--- config.mk ---
export PLATFORM = sky130hd
export DESIGN_NAME = control_sequencer
export DESIGN_NICKNAME = d
export VERILOG_FILES = /design/src/rtl/cpu_ctrl_pkg.sv /design/src/rtl/reg_select_decoder.sv /design/src/rtl/control_sequencer.sv
export SDC_FILE = /design/constraint.sdc
export NUM_CORES = 1
export LEC_CHECK = 0
export CAP_MARGIN = 40
export CORE_MARGIN = 5
export CORE_UTILIZATION = 29
export CTS_CLUSTER_SIZE = 30
export DETAILED_ROUTE_END_ITERATION = 8
export PLACE_DENSITY = 0.82
export SYNTH_ARGS = -nofsm -noshare
export SYNTH_HDL_FRONTEND = slang
export SYNTH_HIERARCHICAL = 1
export SYNTH_SLANG_ARGS = --single-unit
--- constraint.sdc ---
create_clock -name Clock -period 3.2 [get_ports Clock]
set_input_delay 0.64 -clock Clock [delete_from_list [all_inputs] [get_ports Clock]]
set_output_delay 0.64 -clock Clock [all_outputs]
set_load 0.1 [all_outputs]
--- src/rtl/cpu_ctrl_pkg.sv ---
// Shared opcode, state and instruction-field definitions for the hardwired control sequencer.
package cpu_ctrl_pkg;

  localparam logic [4:0] OPC_ADD  = 5'b00011;
  localparam logic [4:0] OPC_SUB  = 5'b00100;
  localparam logic [4:0] OPC_AND  = 5'b00101;
  localparam logic [4:0] OPC_OR   = 5'b00110;
  localparam logic [4:0] OPC_SHR  = 5'b00111;
  localparam logic [4:0] OPC_SHL  = 5'b01000;
  localparam logic [4:0] OPC_MUL  = 5'b01111;
  localparam logic [4:0] OPC_DIV  = 5'b10000;
  localparam logic [4:0] OPC_NOP  = 5'b11001;
  localparam logic [4:0] OPC_HALT = 5'b11010;

  typedef enum logic [3:0] {
    ST_IDLE = 4'd0,
    ST_T0   = 4'd1,
    ST_T1   = 4'd2,
    ST_T2   = 4'd3,
    ST_T3   = 4'd4,
    ST_T4   = 4'd5,
    ST_T5   = 4'd6,
    ST_T6   = 4'd7,
    ST_HALT = 4'd8
  } state_e;

  typedef enum logic [2:0] {
    CLS_ALU     = 3'd0,
    CLS_MULDIV  = 3'd1,
    CLS_NOP     = 3'd2,
    CLS_HALT    = 3'd3,
    CLS_ILLEGAL = 3'd4
  } opclass_e;

  // Register fields follow the opcode from the MSB downwards: Ra, Rb, Rc.
  function automatic int ra_lsb(input int data_w, input int opc_w, input int rw);
    return data_w - opc_w - rw;
  endfunction

  function automatic int rb_lsb(input int data_w, input int opc_w, input int rw);
    return data_w - opc_w - 2 * rw;
  endfunction

  function automatic int rc_lsb(input int data_w, input int opc_w, input int rw);
    return data_w - opc_w - 3 * rw;
  endfunction

  function automatic opclass_e classify(input logic [4:0] opc);
    opclass_e cls;
    case (opc)
      OPC_ADD, OPC_SUB, OPC_AND, OPC_OR, OPC_SHR, OPC_SHL: cls = CLS_ALU;
      OPC_MUL, OPC_DIV: cls = CLS_MULDIV;
      OPC_NOP:          cls = CLS_NOP;
      OPC_HALT:         cls = CLS_HALT;
      default:          cls = CLS_ILLEGAL;
    endcase
    return cls;
  endfunction

endpackage

--- src/rtl/reg_select_decoder.sv ---
// Register-index to one-hot select decoder; output is all-zero when disabled.
module reg_select_decoder #(
  parameter int NUM_REGS = 16,
  localparam int RW = $clog2(NUM_REGS)
) (
  input  logic [RW-1:0]       idx_i,
  input  logic                en_i,
  output logic [NUM_REGS-1:0] sel_o
);

  // One-hot decode of the selected register.
  always_comb begin
    sel_o = '0;
    if (en_i) begin
      sel_o[idx_i] = 1'b1;
    end else begin
      sel_o = '0;
    end
  end

endmodule

--- src/rtl/control_sequencer.sv ---
// Hardwired fetch/execute control unit: steps the datapath through T0..T6 and decodes IR
// into one-hot register selects, ALU opcode and bus/load strobes.
module control_sequencer
  import cpu_ctrl_pkg::*;
#(
  parameter int DATA_W   = 32,
  parameter int NUM_REGS = 16,
  parameter int OPC_W    = 5
) (
  input  logic                Clock,
  input  logic                clear,
  input  logic                run,
  input  logic                mem_ready,
  input  logic [DATA_W-1:0]   ir,
  output logic                PCout,
  output logic                Zhighout,
  output logic                Zlowout,
  output logic                MDRout,
  output logic                HIout,
  output logic                LOout,
  output logic                MARin,
  output logic                Zin,
  output logic                PCin,
  output logic                MDRin,
  output logic                IRin,
  output logic                Yin,
  output logic                HIin,
  output logic                LOin,
  output logic                IncPC,
  output logic                Read,
  output logic [NUM_REGS-1:0] Rin,
  output logic [NUM_REGS-1:0] Rout,
  output logic [OPC_W-1:0]    alu_op,
  output logic                halted,
  output logic                illegal_op,
  output logic [3:0]          step
);

  localparam int RW     = $clog2(NUM_REGS);
  localparam int RA_LSB = ra_lsb(DATA_W, OPC_W, RW);
  localparam int RB_LSB = rb_lsb(DATA_W, OPC_W, RW);
  localparam int RC_LSB = rc_lsb(DATA_W, OPC_W, RW);

  state_e           state_q, state_d, eoi_s;
  opclass_e         cls_s;
  logic [OPC_W-1:0] opc_s;
  logic [RW-1:0]    ra_s, rb_s, rc_s, rout_idx_s;
  logic             rin_en_s, rout_en_s;
  logic             unused_ir_s;

  assign opc_s       = ir[DATA_W-1 -: OPC_W];
  assign ra_s        = ir[RA_LSB +: RW];
  assign rb_s        = ir[RB_LSB +: RW];
  assign rc_s        = ir[RC_LSB +: RW];
  assign unused_ir_s = ^ir[RC_LSB-1:0];
  assign cls_s       = classify(5'(opc_s));
  assign eoi_s       = run ? ST_T0 : ST_IDLE;
  assign step        = state_q;

  // State register; clear forces IDLE without waiting for a clock edge.
  always_ff @(posedge Clock or posedge clear) begin
    if (clear) begin
      state_q <= ST_IDLE;
    end else begin
      state_q <= state_d;
    end
  end

  // Next-state and Moore strobe decode.
  always_comb begin
    state_d    = state_q;
    PCout      = 1'b0;
    Zhighout   = 1'b0;
    Zlowout    = 1'b0;
    MDRout     = 1'b0;
    HIout      = 1'b0;
    LOout      = 1'b0;
    MARin      = 1'b0;
    Zin        = 1'b0;
    PCin       = 1'b0;
    MDRin      = 1'b0;
    IRin       = 1'b0;
    Yin        = 1'b0;
    HIin       = 1'b0;
    LOin       = 1'b0;
    IncPC      = 1'b0;
    Read       = 1'b0;
    alu_op     = '0;
    halted     = 1'b0;
    illegal_op = 1'b0;
    rin_en_s   = 1'b0;
    rout_en_s  = 1'b0;
    rout_idx_s = rb_s;
    case (state_q)
      ST_IDLE: begin
        if (run) state_d = ST_T0;
        else     state_d = ST_IDLE;
      end
      ST_T0: begin
        PCout   = 1'b1;
        MARin   = 1'b1;
        IncPC   = 1'b1;
        Zin     = 1'b1;
        state_d = ST_T1;
      end
      ST_T1: begin
        // PC is loaded only on the cycle memory answers, so waits never double-load it.
        Zlowout = 1'b1;
        Read    = 1'b1;
        MDRin   = 1'b1;
        if (mem_ready) begin
          PCin    = 1'b1;
          state_d = ST_T2;
        end else begin
          state_d = ST_T1;
        end
      end
      ST_T2: begin
        MDRout  = 1'b1;
        IRin    = 1'b1;
        state_d = ST_T3;
      end
      ST_T3: begin
        case (cls_s)
          CLS_ALU, CLS_MULDIV: begin
            rout_en_s  = 1'b1;
            rout_idx_s = rb_s;
            Yin        = 1'b1;
            state_d    = ST_T4;
          end
          CLS_NOP:  state_d = eoi_s;
          CLS_HALT: state_d = ST_HALT;
          default: begin
            illegal_op = 1'b1;
            state_d    = eoi_s;
          end
        endcase
      end
      ST_T4: begin
        rout_en_s  = 1'b1;
        rout_idx_s = rc_s;
        Zin        = 1'b1;
        alu_op     = opc_s;
        state_d    = ST_T5;
      end
      ST_T5: begin
        Zlowout = 1'b1;
        if (cls_s == CLS_MULDIV) begin
          LOin    = 1'b1;
          state_d = ST_T6;
        end else begin
          rin_en_s = 1'b1;
          state_d  = eoi_s;
        end
      end
      ST_T6: begin
        Zhighout = 1'b1;
        HIin     = 1'b1;
        state_d  = eoi_s;
      end
      ST_HALT: begin
        halted  = 1'b1;
        state_d = ST_HALT;
      end
      default: state_d = ST_IDLE;
    endcase
  end

  reg_select_decoder #(.NUM_REGS(NUM_REGS)) u_rin_dec (
    .idx_i (ra_s),
    .en_i  (rin_en_s),
    .sel_o (Rin)
  );

  reg_select_decoder #(.NUM_REGS(NUM_REGS)) u_rout_dec (
    .idx_i (rout_idx_s),
    .en_i  (rout_en_s),
    .sel_o (Rout)
  );

endmodule

==> impl_metrics.yaml <==
status:
  status: "finished with violations"
  failed_checks: "negative setup slack"
finish:
  multi_input_comb_area_um2: 1110
  largest_reg_flops: 4
  drive_above_1_share_pct: 78.4
  area_occupied_by_registers_um2: 110
  num-fill-cells: 113
  post_layout_nonfiller_instances: 264
  synthesis_to_layout_area_growth_pct: 207
  utilization_pct: 90.8
  n_antenna_cell: 0
  layout.cells.most_common: "sky130_fd_sc_hd__buf_4"
  finalNetCount: 274
  mostFrequentLayoutCells: "sky130_fd_sc_hd__buf_4, sky130_fd_sc_hd__buf_12, sky130_fd_sc_hd__nor2_4"
timing:
  timing.final.crit_share_pct: 102
  rsz0062_at_grt: "true"
  finalMaxSlewViolations: 0
  max_clock_freq_mhz: 307
  setup_slack_after_layout_ns: -0.0564
  setup_viol: 4
  clock_skew_ns: 0.00288
  fin_hold_ws_ns: 0.602
  period_needed_ns: 3.26
  timing_hold_violations_final: 0
power:
  total_power_mw: 1.63
  p_seq_share_pct: 8.4
  switching_share_pct: 69.9
  p_leak_nw: 1.05
  switching_power_mw: 1.14
  vdd_ir_drop_max_mv: 0.507
  share_clk_of_total_power_pct: 3.8
  combPwrFrac_pct: 87.8
  p_int_mw: 0.490
  powerDensity_nw_per_um2: 597
die:
  die-width_um: 65.3
  fp-row-count: 20
  io_pins: 95
  fp.dieArea_um2: 4270
  floorplan.die.height_um: 65.3
  floorplan.core_area_um2: 3000
  start_util_pct: 29.6
critical_path:
  reg2reg_path_depth: 5
  worst_ep_arrival_time_ns: 2.62
  timing.critical_path.to_type: "output pin"
  criticalPathCategory: "in2out"
  setup.worst_path.start_class: "primary input"
  worstPathMaxFanout: 4
  cp_data_required_time_ns: 2.56
drt:
  antenna_left: 0
  routedLengthMet1_um: 1800
  wl_met3_um: 439
  dr.pass1.iters: 4
  top_layer: "met4"
  detailroute.wirelength.met2_um: 3050
  routed_via_density: 5.31
  drtIter0Drc: 60
  post-route-drc-count: 0
  via_count: 1401
  routed_wl_um: 5550
  wire_per_inst_um: 21.0
placed_design:
  post_placement_setup_slack_ns: -0.544
  post-dp-hpwl_um: 3700
  place.port_buffers: 77
  placed_cells_incl_taps: 244
  gp_congestion: 0.833
synthesis:
  asyncSetResetFlopFracSynth_pct: 100
  netlist_instances: 121
  dominant_synthesized_flop_cell: "sky130_fd_sc_hd__dfrtp_1"
  post_synth_edffs: 0
  average_footprint_of_a_synthesized_cell_um2: 7.34
  synth_area_um2: 888
  seq_area_frac_synth_pct: 11.3
  synth_cell_types: 37
  synth.yosys.warnings: 6
  ys_ff_latch: 4
grt:
  antenna_violations_before_repair: 0
  global_route.usage.total_pct: 22.1
  grt.overflow.total: 0
  first_global_vias: 1458
  wire_length_of_the_first_global_routing_pass_um: 7400
  pin_count_of_the_biggest_net_entering_global_routing: 11
clock_tree:
  cts_max_path_buffers: 2
  cts_tree: "done"
  htree_num_levels: 1
  worst_skew_pair.late_latency_ns: 0.23
  cts-root-buf: "sky130_fd_sc_hd__clkbuf_4"
  cts.sinks: 4
  cts_inserted_buffers: 3
  worst_setup_hold_path_clk_slew_ns: 0.04
run:
  max-cap-violations: 0
worst_hold_path:
  worst_min_path_class: "in2async"
==> layer usage <==
layer | GRT usage (%) | up-vias
met2 | 44.6 | 82
met5 | 0 | -
met4 | 7.25 | 0
li1 | - | 638
met1 | 21.7 | 656
met3 | 4.62 | 25
==> cell families (layout without fill, tap and decap cells) <==
kind of cell / after synthesis / in the layout / share of synthesized area, %
AND/OR/NAND/NOR: 83 / 83 / 55.1
buffers and inverters: 14 / 123 / 10.7
AO/OA/AOI/OAI: 8 / 8 / 8.03
multiplexers: 6 / 6 / 7.46
adder cells (fa/ha/maj): 5 / 5 / 7.04
flip-flops: 4 / 4 / 11.3
other: 1 / 2 / 0.422
==> path summary, 6_finish.rpt <==
path / end / slack, ns / start
max: Rin[0] / -0.06 / ir[27]
min: step[2] / 0.60 / clear
max reg2reg: step[2] / 1.62 / step[3]
min reg2reg: step[1] / 0.62 / step[3]
max in group asynchronous: step[3] / 2.43 / clear
min in group Clock: step[1] / 0.62 / step[3]
==> repair_timing <==
action,CTS,global route
buffers inserted,6,11
endpoints found under the setup margin,33,11
gates resized for setup,24,22
pin swaps,9,9
hold buffers,0,0
==> area by class of cell <==
type / count / share of cell area (%)
Clock buffer: 3 / 0.826
Inverter: 4 / 0.826
Multi-Input combinational cell: 104 / 40.9
Sequential cell: 4 / 4.04
Tap cell: 33 / 1.51
Timing Repair Buffer: 116 / 51.9
==> stage by stage <==
step / area [µm²] / setup TNS [ns]
finish: 2730 / -0.108
detailed placement: 2480 / -11.32
floorplan: 1240 / -3.93
CTS: 2570 / 0
global placement: 2480 / -8.19
global route: 2730 / -0.444
==> power by group through the flow <==
stage               Clock (mW)  Sequential (mW)  Combinational [mW]
finish                  0.0624            0.136                1.43
global route            0.0705            0.138                1.47
CTS                     0.0639            0.134                1.34
detailed placement           0            0.135                1.33
global placement             0            0.131                1.31
floorplan                    0            0.257               0.925
==> Yosys cell counts, types with 2 or more instances <==
cell type | n | area, µm²
sky130_fd_sc_hd__nand3_1 | 2 | 10.0
sky130_fd_sc_hd__ha_1 | 5 | 62.6
sky130_fd_sc_hd__nor3_2 | 2 | 20.0
sky130_fd_sc_hd__nor3_1 | 13 | 65.1
sky130_fd_sc_hd__nand2_1 | 5 | 18.8
sky130_fd_sc_hd__nor3b_1 | 2 | 15.0
sky130_fd_sc_hd__mux2_2 | 5 | 56.3
sky130_fd_sc_hd__nand2b_1 | 8 | 50.1
sky130_fd_sc_hd__buf_6 | 2 | 22.5
sky130_fd_sc_hd__and2_1 | 2 | 12.5
sky130_fd_sc_hd__dfrtp_1 | 4 | 100
sky130_fd_sc_hd__inv_1 | 4 | 15.0
sky130_fd_sc_hd__or3b_4 | 2 | 22.5
sky130_fd_sc_hd__buf_4 | 7 | 52.6
sky130_fd_sc_hd__nor2_1 | 31 | 116
sky130_fd_sc_hd__nand4b_1 | 3 | 26.3
sky130_fd_sc_hd__nand3b_1 | 4 | 30.0
==> critical path, cell delays in order <==
cell	delay, ns
sky130_fd_sc_hd__buf_8	0.09
sky130_fd_sc_hd__inv_6	0.04
sky130_fd_sc_hd__buf_4	0.13
sky130_fd_sc_hd__ha_2	0.20
sky130_fd_sc_hd__and4bb_4	0.24
sky130_fd_sc_hd__a21oi_4	0.15
sky130_fd_sc_hd__nor3b_4	0.23
sky130_fd_sc_hd__or3b_4	0.48
sky130_fd_sc_hd__nor3_4	0.22
sky130_fd_sc_hd__buf_12	0.20
Power figures use the tool's default switching activity.
